## config.mk

```make
export PLATFORM = sky130hd
export DESIGN_NAME = uart_tx_engine
export DESIGN_NICKNAME = d
export VERILOG_FILES = /design/src/rtl/uart_pkg.sv /design/src/rtl/uart_tx_fifo.sv /design/src/rtl/uart_tx_engine.sv
export SDC_FILE = /design/constraint.sdc
export NUM_CORES = 1
export LEC_CHECK = 0
export CAP_MARGIN = 20
export CORE_MARGIN = 3
export CORE_UTILIZATION = 40
export DETAILED_ROUTE_END_ITERATION = 6
export HOLD_SLACK_MARGIN = 0.12
export PLACE_DENSITY_LB_ADDON = 0.05
export SLEW_MARGIN = 20
export SYNTH_ARGS = -nofsm -noshare
export SYNTH_HDL_FRONTEND = slang
export SYNTH_SLANG_ARGS = --single-unit
```

## constraint.sdc

```tcl
create_clock -name clk -period 7.7 [get_ports clk]
set_input_delay 1.155 -clock clk [delete_from_list [all_inputs] [get_ports clk]]
set_output_delay 1.155 -clock clk [all_outputs]
set_load 0.02 [all_outputs]
```

## src/rtl/uart_pkg.sv

```systemverilog
// uart_pkg: types and constants shared by the UART transmit path.
//   tx_state_t      frame FSM state encoding (values fixed for legacy tools)
//   CHAR_MIN        narrowest legal character
//   PAR_*           latched parity mode {enable, odd}
//   clamp_char_len  maps an out-of-range character length to the widest one
package uart_pkg;

  localparam int unsigned CHAR_MIN = 5;

  localparam logic [1:0] PAR_NONE = 2'b00;
  localparam logic [1:0] PAR_EVEN = 2'b10;
  localparam logic [1:0] PAR_ODD  = 2'b11;

  localparam logic [2:0] ST_IDLE   = 3'd0;
  localparam logic [2:0] ST_START  = 3'd1;
  localparam logic [2:0] ST_DATA   = 3'd2;
  localparam logic [2:0] ST_PARITY = 3'd3;
  localparam logic [2:0] ST_STOP1  = 3'd4;
  localparam logic [2:0] ST_STOP2  = 3'd5;
  localparam logic [2:0] ST_BREAK  = 3'd6;
  localparam logic [2:0] ST_BRKEND = 3'd7;

  typedef enum logic [2:0] {
    TX_IDLE   = ST_IDLE,
    TX_START  = ST_START,
    TX_DATA   = ST_DATA,
    TX_PARITY = ST_PARITY,
    TX_STOP1  = ST_STOP1,
    TX_STOP2  = ST_STOP2,
    TX_BREAK  = ST_BREAK,
    TX_BRKEND = ST_BRKEND
  } tx_state_t;

  function automatic logic [3:0] clamp_char_len(input logic [3:0] len,
                                                input int unsigned max_bits);
    if (32'(len) < CHAR_MIN || 32'(len) > max_bits) return 4'(max_bits);
    return len;
  endfunction

endpackage

```

## src/rtl/uart_tx_fifo.sv

```systemverilog
// uart_tx_fifo: synchronous FIFO for the UART transmitter.
//   clk, reset   clock, async active-high reset
//   push_i       write wdata_i (dropped when full unless popping)
//   pop_i        remove the head entry; rdata_o shows the head combinationally
//   level_o      registered entry count; full_o/empty_o registered flags
//   overflow_o   one-cycle pulse the cycle after a dropped write
module uart_tx_fifo #(
  parameter int WIDTH = 8,
  parameter int DEPTH = 16
) (
  input  logic                   clk,
  input  logic                   reset,
  input  logic                   push_i,
  input  logic [WIDTH-1:0]       wdata_i,
  input  logic                   pop_i,
  output logic [WIDTH-1:0]       rdata_o,
  output logic [$clog2(DEPTH):0] level_o,
  output logic                   full_o,
  output logic                   empty_o,
  output logic                   overflow_o
);
  localparam int AW = $clog2(DEPTH);
  localparam int LW = AW + 1;

  logic [WIDTH-1:0] mem_q [DEPTH];
  logic [AW-1:0]    wptr_q, rptr_q;
  logic [LW-1:0]    level_q, level_d;
  logic             full_q, empty_q, ovf_q;
  logic             do_pop, accept;

  assign do_pop  = pop_i && !empty_q;
  // A full FIFO still accepts a write when the head leaves in the same cycle.
  assign accept  = push_i && (!full_q || do_pop);
  assign level_d = level_q + LW'(accept) - LW'(do_pop);

  always_ff @(posedge clk) begin
    if (accept) mem_q[wptr_q] <= wdata_i;
  end

  always_ff @(posedge clk or posedge reset) begin
    if (reset) begin
      wptr_q  <= '0;
      rptr_q  <= '0;
      level_q <= '0;
      full_q  <= 1'b0;
      empty_q <= 1'b1;
      ovf_q   <= 1'b0;
    end else begin
      if (accept) wptr_q <= wptr_q + AW'(1);
      if (do_pop) rptr_q <= rptr_q + AW'(1);
      level_q <= level_d;
      full_q  <= (level_d == LW'(DEPTH));
      empty_q <= (level_d == '0);
      ovf_q   <= push_i && !accept;
    end
  end

  assign rdata_o    = mem_q[rptr_q];
  assign level_o    = level_q;
  assign full_o     = full_q;
  assign empty_o    = empty_q;
  assign overflow_o = ovf_q;
endmodule

```

## src/rtl/uart_tx_engine.sv

```systemverilog
// uart_tx_engine: buffered UART transmitter with runtime frame format.
//   clk, reset          clock, async active-high reset
//   wr_en, wr_data      push a character (LSB first on the line)
//   char_len            data bits (5..MAX_BITS, others treated as MAX_BITS)
//   parity_en/odd       optional parity bit, odd when parity_odd
//   stop2               two stop bits
//   baud_div            bit period = baud_div+1 clocks
//   tx                  registered serial line, idle high
//   busy                frame FSM not idle
//   fifo_full/empty/level, overflow   FIFO status
// Optional: define UART_TX_BREAK_EN to add input brk (line break generation).
//
// state  | meaning
// IDLE   | line high, pops FIFO when not empty
// START  | start bit (0)
// DATA   | char_len data bits, LSB first
// PARITY | parity bit
// STOP1  | first stop bit; ends frame unless stop2
// STOP2  | second stop bit
// BREAK  | line held low while brk is high
// BRKEND | one high bit period after a break, then IDLE
module uart_tx_engine import uart_pkg::*; #(
  parameter int MAX_BITS   = 8,
  parameter int FIFO_DEPTH = 16,
  parameter int DIV_W      = 12
) (
  input  logic                        clk,
  input  logic                        reset,
  input  logic                        wr_en,
  input  logic [MAX_BITS-1:0]         wr_data,
  input  logic [3:0]                  char_len,
  input  logic                        parity_en,
  input  logic                        parity_odd,
  input  logic                        stop2,
  input  logic [DIV_W-1:0]            baud_div,
`ifdef UART_TX_BREAK_EN
  input  logic                        brk,
`endif
  output logic                        tx,
  output logic                        busy,
  output logic                        fifo_full,
  output logic                        fifo_empty,
  output logic [$clog2(FIFO_DEPTH):0] fifo_level,
  output logic                        overflow
);
  tx_state_t           state_q, state_d;
  logic [DIV_W-1:0]    cnt_q, cnt_d;
  logic [MAX_BITS-1:0] shift_q, shift_d;
  logic [3:0]          bit_q, bit_d, len_q, len_d;
  logic [1:0]          mode_q, mode_d;
  logic                stop2_q, stop2_d, par_q, par_d, tx_q, tx_d;
  logic                tick, pop, next_frame;
  logic [MAX_BITS-1:0] head;

  uart_tx_fifo #(.WIDTH(MAX_BITS), .DEPTH(FIFO_DEPTH)) u_fifo (
    .clk       (clk),
    .reset     (reset),
    .push_i    (wr_en),
    .wdata_i   (wr_data),
    .pop_i     (pop),
    .rdata_o   (head),
    .level_o   (fifo_level),
    .full_o    (fifo_full),
    .empty_o   (fifo_empty),
    .overflow_o(overflow)
  );

  assign tick = (cnt_q == baud_div);

  always_comb begin
    state_d    = state_q;
    shift_d    = shift_q;
    bit_d      = bit_q;
    len_d      = len_q;
    mode_d     = mode_q;
    stop2_d    = stop2_q;
    par_d      = par_q;
    pop        = 1'b0;
    next_frame = 1'b0;

    if (state_q == TX_IDLE || state_q == TX_BREAK) cnt_d = '0;
    else if (tick)                                 cnt_d = '0;
    else                                           cnt_d = cnt_q + DIV_W'(1);

    case (state_q)
      TX_IDLE:   next_frame = 1'b1;
      TX_START:  if (tick) state_d = TX_DATA;
      TX_DATA: begin
        if (tick) begin
          par_d   = par_q ^ shift_q[0];
          shift_d = shift_q >> 1;
          bit_d   = bit_q + 4'd1;
          if (bit_q == len_q - 4'd1)
            state_d = (mode_q != PAR_NONE) ? TX_PARITY : TX_STOP1;
        end
      end
      TX_PARITY: if (tick) state_d = TX_STOP1;
      TX_STOP1: begin
        if (tick) begin
          if (stop2_q) state_d = TX_STOP2;
          else         next_frame = 1'b1;
        end
      end
      TX_STOP2:  if (tick) next_frame = 1'b1;
`ifdef UART_TX_BREAK_EN
      TX_BREAK:  if (!brk) state_d = TX_BRKEND;
      TX_BRKEND: if (tick) state_d = TX_IDLE;
`endif
      default:   state_d = TX_IDLE;
    endcase

    // Shared by IDLE and the last stop tick so frames run back-to-back.
    if (next_frame) begin
      state_d = TX_IDLE;
      if (!fifo_empty) begin
        pop     = 1'b1;
        shift_d = head;
        bit_d   = '0;
        len_d   = clamp_char_len(char_len, MAX_BITS);
        mode_d  = parity_en ? (parity_odd ? PAR_ODD : PAR_EVEN) : PAR_NONE;
        stop2_d = stop2;
        par_d   = parity_odd;
        state_d = TX_START;
      end
`ifdef UART_TX_BREAK_EN
      if (brk) begin
        pop     = 1'b0;
        state_d = TX_BREAK;
      end
`endif
    end

    case (state_d)
      TX_START:  tx_d = 1'b0;
      TX_DATA:   tx_d = shift_d[0];
      TX_PARITY: tx_d = par_d;
`ifdef UART_TX_BREAK_EN
      TX_BREAK:  tx_d = 1'b0;
`endif
      default:   tx_d = 1'b1;
    endcase
  end

  always_ff @(posedge clk or posedge reset) begin
    if (reset) begin
      state_q <= TX_IDLE;
      cnt_q   <= '0;
      shift_q <= '0;
      bit_q   <= '0;
      len_q   <= '0;
      mode_q  <= PAR_NONE;
      stop2_q <= 1'b0;
      par_q   <= 1'b0;
      tx_q    <= 1'b1;
    end else begin
      state_q <= state_d;
      cnt_q   <= cnt_d;
      shift_q <= shift_d;
      bit_q   <= bit_d;
      len_q   <= len_d;
      mode_q  <= mode_d;
      stop2_q <= stop2_d;
      par_q   <= par_d;
      tx_q    <= tx_d;
    end
  end

  assign tx   = tx_q;
  assign busy = (state_q != TX_IDLE);
endmodule

```

==> results_dict.tcl <==
set metrics [dict create \
    die_h_um 145 \
    ys_seq_area_share_pct 66.3 \
    h-tree-depth 4 \
    overflow 0 \
    finalSetupViolCount 0 \
    diodes 0 \
    total_power_uw 2560 \
    p_leak_uw 0.00342 \
    grt.total_usage_pct 16.3 \
    synth_edf_count 128 \
    critPathCaptureType "flip-flop" \
    maxCapViolCount 0 \
    routed_wl_mm 16.5 \
    clock_latency_ns 0.42 \
    status "finished clean" \
    synthCells 495 \
    grt_max_degree 53 \
    die_w_um 145 \
    crit_top_cell "ha_1" \
    routedWlPerCell_um 20.2 \
    drc 0 \
    cts_setup_buffers 0 \
    cts_root_buffer "clkbuf_16" \
    grt_pass1_vias 4413 \
    clkTransAtPathRegs_ns 0.07 \
    worst_setup_path_start_kind "input pin" \
    cts.path.max_buffers 2 \
    via_count 4227 \
    yosys.cell_types.count 55 \
    ys_seq_elements 180 \
    rows 50 \
    hold_viol 0 \
    initial_core_util_pct 41.1 \
    postCtsHoldBufs 0 \
    place.gp.congestion 0.788 \
    path_class "in -> reg" \
    worst-path-max-fanout 28 \
    drt_pass1_iterations 4 \
    tns_ns 0 \
    synth_top_area_share_pct 49.5 \
    cp.required_ns 8.06 \
    core_area_um2 18900 \
    powerDensity_nw_per_um2 282 \
    min_period_ns 4.53 \
    io_buffer_count 39 \
    post-route-util_pct 48.1 \
    finalMaxSlewViolations 0 \
    cts_tree "yes" \
    syn_area_um2 7760 \
    syn2layout_area_growth_pct 17.0 \
    max_freq_ghz 0.221 \
    rsz0062_at_grt "false" \
    antenna_found_initial 0 \
    grt_pass1_wl_mm 26.0 \
    ios 40 \
    tightest_slew_ns 0.990 \
    ys.warnings.count 0 \
    cp_slowest_cell "nor4_2" \
    syn_nets 539 \
    vdd_drop_max_v 0.000240 \
    slew_headroom_pct 33.6 \
    drive_above_1_share_pct 17.4 \
    numCtsBuffers 17 \
    via_per_inst 5.17 \
    hold_path.class "reg -> reg" \
    path_cells "clkdlybuf4s50_1 -> xor2_1 -> nor4_2 -> nand3_2 -> o21a_2 -> inv_2 -> ha_1 -> inv_1 -> ha_1 -> fa_1 -> a21o_1 -> a21oi_1 -> xnor2_1 -> and2_1" \
    synth_flop_cell "edfxtp_1" \
    instances_no_fill 818 \
    syn_area_per_cell_um2 15.7 \
    synthTopCellsByArea "edfxtp_1, dfrtp_1, mux4_2" \
    period_share_pct 58.9 \
    drtIter0Drc 247 \
    skew_ns 0.00806 \
    hpwl_mm 10.8 \
    crit_path_max_incr_delay_ns 0.58 \
    antenna_left 0 \
    final_nets 589 \
    synth_top_cell_by_area "edfxtp_1" \
    cts_resized 0 \
    synthArstFlopShare_pct 28.9 \
    clock-sinks 180 \
    arrival_ns 4.89 \
    die_area_um2 21100 \
    placed_cells 786 \
]
cells by family after synthesis:
logic type,synth area share [%]
xor gates and xnor gates,4.59
muxes,11.6
AOI/OAI and AO/OA,5.00
buffers and inverters,2.16
adders and majority gates,2.35
and+or+nand+nor,7.96
DFF,66.3
final timing paths:
path,cells past startpoint,to,slack (ns),startpoint
worst max-delay path,14,u_fifo.full_o$_DFF_PP0_,3.17,baud_div[9]
worst min-delay path,2,mode_q[0]$_DFFE_PP0P_,0.47,mode_q[0]$_DFFE_PP0P_
worst max register to register,13,u_fifo.full_o$_DFF_PP0_,3.89,cnt_q[9]$_DFF_PP0_
worst min register to register,2,mode_q[0]$_DFFE_PP0P_,0.47,mode_q[0]$_DFFE_PP0P_
max in group asynchronous,3,u_fifo.rptr_q[0]$_DFFE_PP0P_,5.97,reset
min in group asynchronous,3,u_fifo.level_o[2]$_DFF_PP0_,1.24,reset
cell usage after synthesis, types with 2 or more instances:
master / instances
nand3_1: 16
nor3b_1: 9
and2_1: 3
clkbuf_1: 10
nor4_2: 3
nand4_1: 4
a21oi_1: 12
mux4_2: 28
edfxtp_1: 128
nor2_1: 24
inv_1: 14
a41oi_1: 2
nor2b_1: 5
buf_2: 8
or3_1: 2
xor2_1: 23
dfstp_2: 2
a221oi_1: 4
o21ai_0: 15
o211ai_1: 2
a32o_1: 2
and3_1: 10
mux2i_1: 21
dfrtp_1: 50
mux2_2: 4
xnor2_1: 15
nor4_1: 2
nand2_1: 24
a31o_2: 2
buf_4: 3
ha_1: 13
nor3_1: 8
a22oi_1: 4
a21o_1: 2
critical path, delay by kind of cell:
kind,cells,cell delay (ns)
adders and majority gates,3,0.79
xor gates and xnor gates,2,0.34
AOI/OAI and AO/OA,3,0.74
and+or+nand+nor,3,1.00
buffers and inverters,3,0.86
registers in the layout (all words and copies together), names as in the netlist:
signal	count
u_fifo.overflow_o	1
par_q	1
len_q	4
u_fifo.wptr_q	4
u_fifo.rptr_q	4
state_q	3
shift_q	8
mode_q	2
u_fifo.empty_o	1
u_fifo.mem_q	128
u_fifo.full_o	1
tx	1
u_fifo.level_o	5
stop2_q	1
cnt_q	12
bit_q	4
placed cells by master (no fill, tap or decap), types with 5 or more instances in the layout:
cell type / instances
a21oi_1: 12
and3_1: 10
buf_4: 13
clkbuf_16: 17
clkdlybuf4s50_1: 39
dfrtp_1: 49
edfxtp_1: 128
ha_1: 13
inv_1: 13
mux2i_1: 21
mux4_2: 28
nand2_1: 24
nand3_1: 16
nor2_1: 23
nor2b_1: 5
nor3b_1: 9
o21ai_0: 15
xnor2_1: 15
xor2_1: 23
layer usage:
metal | track usage [%] | vias to the layer above | part of all wire (%) | wire (µm)
met5 | 0 | - | 0 | 0
met4 | 4.27 | 0 | 1.2 | 197
met3 | 3.53 | 15 | 4.1 | 678
met2 | 25.4 | 84 | 48 | 7870
met1 | 23.4 | 2146 | 47 | 7760
li1 | - | 1982 | - | -
area by class of cell:
cell class / instances / area [µm²]
fill: 1665 / 9810
clock buffer: 19 / 433
multi-input combinational: 278 / 2470
timing repair buffer: 53 / 499
clock inverter: 13 / 148
tap: 260 / 325
inverter: 15 / 56.3
sequential: 180 / 5150
per-stage QoR:
stage	hold slack (ns)	cell area, µm²	setup slack (ns)
2_1_floorplan	0.430	7760	3.77
3_3_place_gp	0.448	8480	2.86
3_5_place_dp	0.460	8500	2.73
4_1_cts	0.475	9080	3.18
5_1_grt	0.497	9080	2.91
6_report	0.474	9080	3.17
where the power goes:
part,total (µW),internal (µW),switching (µW),leakage (µW)
Clock,858,484,374,0.000283
Combinational,446,202,244,0.00134
Sequential,1260,1170,90.6,0.00180
Total,2560,1860,708,0.00342
(Power assumes the default switching activity.)
==> patch 1: new RTL, same settings <==
Change the parameter `DIV_W` from 12 to 14.
--- a/src/rtl/uart_tx_engine.sv
+++ b/src/rtl/uart_tx_engine.sv
@@ -22,7 +22,7 @@
 module uart_tx_engine import uart_pkg::*; #(
   parameter int MAX_BITS   = 8,
   parameter int FIFO_DEPTH = 16,
-  parameter int DIV_W      = 12
+  parameter int DIV_W      = 14
 ) (
   input  logic                        clk,
   input  logic                        reset,
Interface: changed (resized baud_div); port bits go from 40 to 42. The function was not compared with the original's and may differ.
==> patch 1 against the original RTL <==
Worst setup slack improved by 35 ps; via count rose by 1.5%; die area is 2.2% higher; clock power barely moved; cell area is 1.2% higher; highest routed layer unchanged; wire length is 1.7% lower; total power is 1.9% higher; sequential cell count is 2 higher; combinational power is 6.7% higher; critical path depth is 1 higher; area after synthesis up 2.3%.
==> patch 1: results (changes against the original RTL) <==
syn nets 550 (was 539); Largest regs u_fifo.mem_q (128), cnt_q (14), shift_q (8) (was u_fifo.mem_q (128), cnt_q (12), shift_q (8)); CP max stage delay 600 ps (was 580 ps); slew margin rel. 0.407 (was 0.336); postcts setup bufs 0 (unchanged); Syn. warnings 0 (unchanged); Leak 0.00337 uW (was 0.00342 uW); Final GP Congestion 0.745 (was 0.788); post-cts resize count 0 (unchanged); Worst Path Arrival 4860 ps (was 4890 ps); vias in the first global route 4516 (was 4413); clock-pin slew on the worst setup and hold paths 70 ps (about the same); pin count of the biggest net entering global routing 55 (was 53); Worst Path Max Fanout 27 (was 28); Final nets 595 (was 589); DRT iter0 DRCs 249 (was 247); final setup violation count 0 (unchanged); top post-synthesis cells by area edfxtp_1 (48%), dfrtp_1 (16%), mux4_2 (9.6%) (was edfxtp_1 (50%), dfrtp_1 (16%), mux4_2 (8.1%)); initial antenna violation count 0 (unchanged); EDFF count, synth 128 (unchanged); H-tree levels 4 (unchanged); first-pass GRT wire length 26400 um (was 26000 um); Worst VDD drop 0.140 mV (was 0.240 mV); n_diodes 0 (unchanged); layout cells sized above 1 0.160 (was 0.174); sequential area share after synthesis 0.655 (was 0.663); cell family with most CP delay buffers and inverters (was simple AND/OR/NAND/NOR gates); synth cell count leaders edfxtp_1 (128), dfrtp_1 (52), mux4_2 (34) (was edfxtp_1 (128), dfrtp_1 (50), mux4_2 (28)); wire per inst 19.8 um (was 20.2 um); Post-synth ARST share 0.297 (was 0.289); outcome completed (unchanged); All-Layer GR Usage 0.161 (was 0.163); Unique masters post-synth 60 (was 55); Longest Clk Path Bufs 2 (unchanged); via count 4289 (was 4227); critical path's slowest cell clkinv_1 (was nor4_2); clock skew 9.08 ps (was 8.06 ps); Clock Latency Late Sink 420 ps (about the same); port bufs 41 (was 39); DP Wirelength 10300 um (was 10800 um); total CTS buffers 17 (unchanged)
[patch 1: layer usage]
metal  vias to the layer above  share of wire  GRT usage
met1                      2218           0.46      0.220
met4                         0         0.0090     0.0354
li1                       2007              -          -
met5                         -              0          0
met2                        56           0.51      0.265
met3                         8          0.027     0.0386
[patch 1: power breakdown]
part	leakage (uW)	switching [uW]	internal (uW)
Combinational	0.00126	255	221
Clock	0.000280	375	484
Sequential	0.00183	94.6	1180
Total	0.00337	724	1890
[patch 1: layout make-up]
cell class                      count  area (um^2)
Sequential cell                   182         5200
Tap cell                          260          325
Inverter                           19         71.3
Fill cell                        1662         9890
Timing Repair Buffer               47          455
Clock inverter                     12          145
Multi-Input combinational cell    282         2560
Clock buffer                       19          433
[patch 1: worst min-delay path, cell delays in order, from the launching register on]
cell,delay (ps)
dfrtp_1,340
nand2_1,50
nand2_1,60
[patch 1: cell families after synthesis]
family	synth area share
xor+xnor	0.0509
buf+inv	0.0257
mux	0.118
simple gates	0.0905
flops	0.655
compound gates	0.0373
fa+ha+maj	0.0230
[patch 1: per-stage QoR]
| stage | hold slack (ps) | total power [uW] | area, um^2 | worst slack, ps | instances |
|---|---|---|---|---|---|
| 6_report | 486 | 2610 | 9190 | 3200 | 821 |
| 4_1_cts | 484 | 2650 | 9190 | 3160 | 821 |
| 2_1_floorplan | 447 | 1590 | 7940 | 3910 | 504 |
| 5_1_grt | 501 | 2740 | 9190 | 2940 | 821 |
| 3_3_place_gp | 463 | 1770 | 8610 | 2760 | 790 |
| 3_5_place_dp | 470 | 1780 | 8610 | 2750 | 790 |
[patch 1: final timing paths]
path	endpoint	startpoint	slack, ps	depth (start not counted)
worst max-delay path	u_fifo.full_o	baud_div[9]	3200	15
worst min-delay path	stop2_q	stop2_q	490	2
worst max register to register	u_fifo.full_o	state_q[0]	3860	14
worst min register to register	stop2_q	stop2_q	490	2
max in group asynchronous	u_fifo.rptr_q[0]	reset	5930	3
min in group asynchronous	cnt_q[3]	reset	1240	3
==> patch 2: new RTL, same settings <==
Made on the original files. Register the output `fifo_level`, with the module's reset; this adds one clock of latency there. The other outputs are not delayed to match.
--- a/src/rtl/uart_tx_engine.sv
+++ b/src/rtl/uart_tx_engine.sv
@@ -43,6 +43,8 @@
   output logic [$clog2(FIFO_DEPTH):0] fifo_level,
   output logic                        overflow
 );
+
+  logic [$clog2(FIFO_DEPTH):0] fifo_level_d;
   tx_state_t           state_q, state_d;
   logic [DIV_W-1:0]    cnt_q, cnt_d;
   logic [MAX_BITS-1:0] shift_q, shift_d;
@@ -59,7 +61,7 @@
     .wdata_i   (wr_data),
     .pop_i     (pop),
     .rdata_o   (head),
-    .level_o   (fifo_level),
+    .level_o   (fifo_level_d),
     .full_o    (fifo_full),
     .empty_o   (fifo_empty),
     .overflow_o(overflow)
@@ -167,5 +169,13 @@
 
   assign tx   = tx_q;
   assign busy = (state_q != TX_IDLE);
+  always_ff @(posedge clk or posedge reset) begin
+    if (reset) begin
+      fifo_level <= '0;
+    end else begin
+      fifo_level <= fifo_level_d;
+    end
+  end
+
 endmodule
 
Check against the original RTL: not equivalent (Yosys sat finds a counterexample within 4 cycles, from zero or initial values and one cycle with reset high).
==> patch 2 against the original RTL <==
Clock skew grew 0.99 ps; hold slack lost 84 ps; synthesized cell count grew 0.61%; worst setup slack lost 140 ps; global-route usage shrank 0.17 points; cell area grew 0.32%; wire length shrank 0.18%; total power grew 2.0%; sequential cell count grew 5; area after synthesis grew 1.6%; critical path type unchanged.
==> patch 2: results (changes against the original RTL) <==
Unique masters post-synth 56 (was 55); Syn. warnings 0 (unchanged); first drt pass iteration count 4 (unchanged); Worst Path Arrival 5040 ps (was 4890 ps); Post-Syn Instances 498 (was 495); post-synthesis compound-gate area fraction 0.0438 (was 0.0500); Leak 0.00335 uW (was 0.00342 uW); Worst VDD drop 0.165 mV (was 0.240 mV); Slew Viols, Final 0 (unchanged); post-cts resize count 0 (unchanged); layout cells sized above 1 0.159 (was 0.174); Detailed Route WL 16500 um (about the same); n_diodes 0 (unchanged); CP endpoint kind flop (unchanged); Worst Path Max Fanout 31 (was 28); Final nets 583 (was 589); pin count of the biggest net entering global routing 58 (was 53); syn nets 542 (was 539); postcts setup bufs 0 (unchanged); top post-synthesis cells by area edfxtp_1 (49%), dfrtp_1 (17%), mux4_2 (8.9%) (was edfxtp_1 (50%), dfrtp_1 (16%), mux4_2 (8.1%)); fin cells 812 (was 818); EDFF count, synth 128 (unchanged); port bufs 39 (unchanged); total CTS buffers 17 (unchanged); fraction of synthesized area in multiplexers 0.118 (was 0.116); sequential area share after synthesis 0.668 (was 0.663); Worst R2R Setup Slack 3730 ps (was 3890 ps); initial antenna violation count 0 (unchanged); clock-pin slew on the worst setup and hold paths 70 ps (about the same); All-Layer GR Usage 0.161 (was 0.163); synth cell count leaders edfxtp_1 (128), dfrtp_1 (55), mux4_2 (31) (was edfxtp_1 (128), dfrtp_1 (50), mux4_2 (28)); post-synthesis adder-cell area fraction 0.0232 (was 0.0235); DP Wirelength 10200 um (was 10800 um); Longest Clk Path Bufs 2 (unchanged); final setup violation count 0 (unchanged); Final GP Congestion 0.763 (was 0.788); H-tree levels 4 (unchanged); Clock Latency Late Sink roughly 430 ps; Worst Setup SP baud_div[8] (was baud_div[9]); Largest regs u_fifo.mem_q (128), cnt_q (12), shift_q (8) (unchanged); xor/xnor share of the synthesized area 0.0451 (was 0.0459); P_int 1860 uW (about the same); DRT iter0 DRCs 335 (was 247); outcome completed (unchanged); first-pass GRT wire length 26000 um (about the same); slew margin rel. 0.376 (was 0.336); Post-synth ARST share 0.308 (was 0.289); vias per cell 5.12 (was 5.17); clock skew 9.05 ps (was 8.06 ps); clock root buffer master clkbuf_16 (unchanged); Inst Count DP 780 (was 786); R2R depth 13 (unchanged); RR Startpoint cnt_q[2] (was cnt_q[9]); worst min path class flop to flop (unchanged); fillers 1689 (was 1665); reg2reg end u_fifo.full_o (unchanged); vias in the first global route 4395 (was 4413)
## patch 2: how the worst min path moves through the flow
stage                            startpoint            end  slack, ps  cells after the start
after floorplan           u_fifo.level_o[0]  fifo_level[0]        350                      0
after global placement    u_fifo.level_o[0]  fifo_level[0]        370                      0
after detailed placement  u_fifo.level_o[4]  fifo_level[4]        390                      0
after CTS                 u_fifo.level_o[0]  fifo_level[0]        400                      0
after global routing      u_fifo.level_o[0]  fifo_level[0]        410                      0
final                     u_fifo.level_o[0]  fifo_level[0]        390                      0
## patch 2: worst max-delay path: stages
cell	delay (ps)
clkdlybuf4s50_1	480
xor2_1	190
nor4_2	80
and3_1	330
a21oi_4	520
inv_2	370
o21ai_4	450
inv_1	90
ha_1	240
fa_1	410
a21o_1	200
a21oi_1	180
xnor2_1	180
and2_1	170
## patch 2: area by class of cell
class | instances | area share
Clock inverter | 14 | 0.0111
Multi-Input combinational cell | 272 | 0.273
Clock buffer | 18 | 0.0471
Tap cell | 260 | 0.0357
Sequential cell | 185 | 0.579
Inverter | 21 | 0.00866
Timing Repair Buffer | 42 | 0.0453
## patch 2: kinds of logic (layout without fill, tap and decap cells)
kind of cell / after synthesis / in the layout
AOI/OAI and AO/OA: 49 / 49
xor gates and xnor gates: 39 / 39
adders and majority gates: 14 / 14
buffers and inverters: 41 / 95
DFF: 185 / 185
muxes: 54 / 54
and+or+nand+nor: 116 / 116
## patch 2: power groups by stage
stage / Clock, uW / Combinational (uW) / Sequential [uW]
4_1_cts: 812 / 513 / 1320
5_1_grt: 855 / 557 / 1330
3_3_place_gp: 0 / 505 / 1340
2_1_floorplan: 0 / 322 / 1310
3_5_place_dp: 0 / 506 / 1340
6_report: 794 / 502 / 1320
## patch 2: metrics by stage
stage                     utilization  total power, uW  worst slack (ps)  instance area [um^2]
after floorplan                     -             1640              3840                  7890
after global placement          0.451             1840              2680                  8580
after detailed placement        0.451             1850              2560                  8580
after CTS                       0.479             2650              2970                  9110
after global routing            0.479             2750              2750                  9110
final                           0.479             2610              3020                  9110
## patch 2: layer usage
| metal | share of wire | wire, um | track usage | vias to the layer above |
|---|---|---|---|---|
| li1 | - | - | - | 1959 |
| met1 | 0.45 | 7440 | 0.216 | 2127 |
| met2 | 0.51 | 8360 | 0.268 | 62 |
| met3 | 0.030 | 496 | 0.0341 | 13 |
| met4 | 0.011 | 183 | 0.0480 | 0 |
| met5 | 0 | 0 | 0 | - |
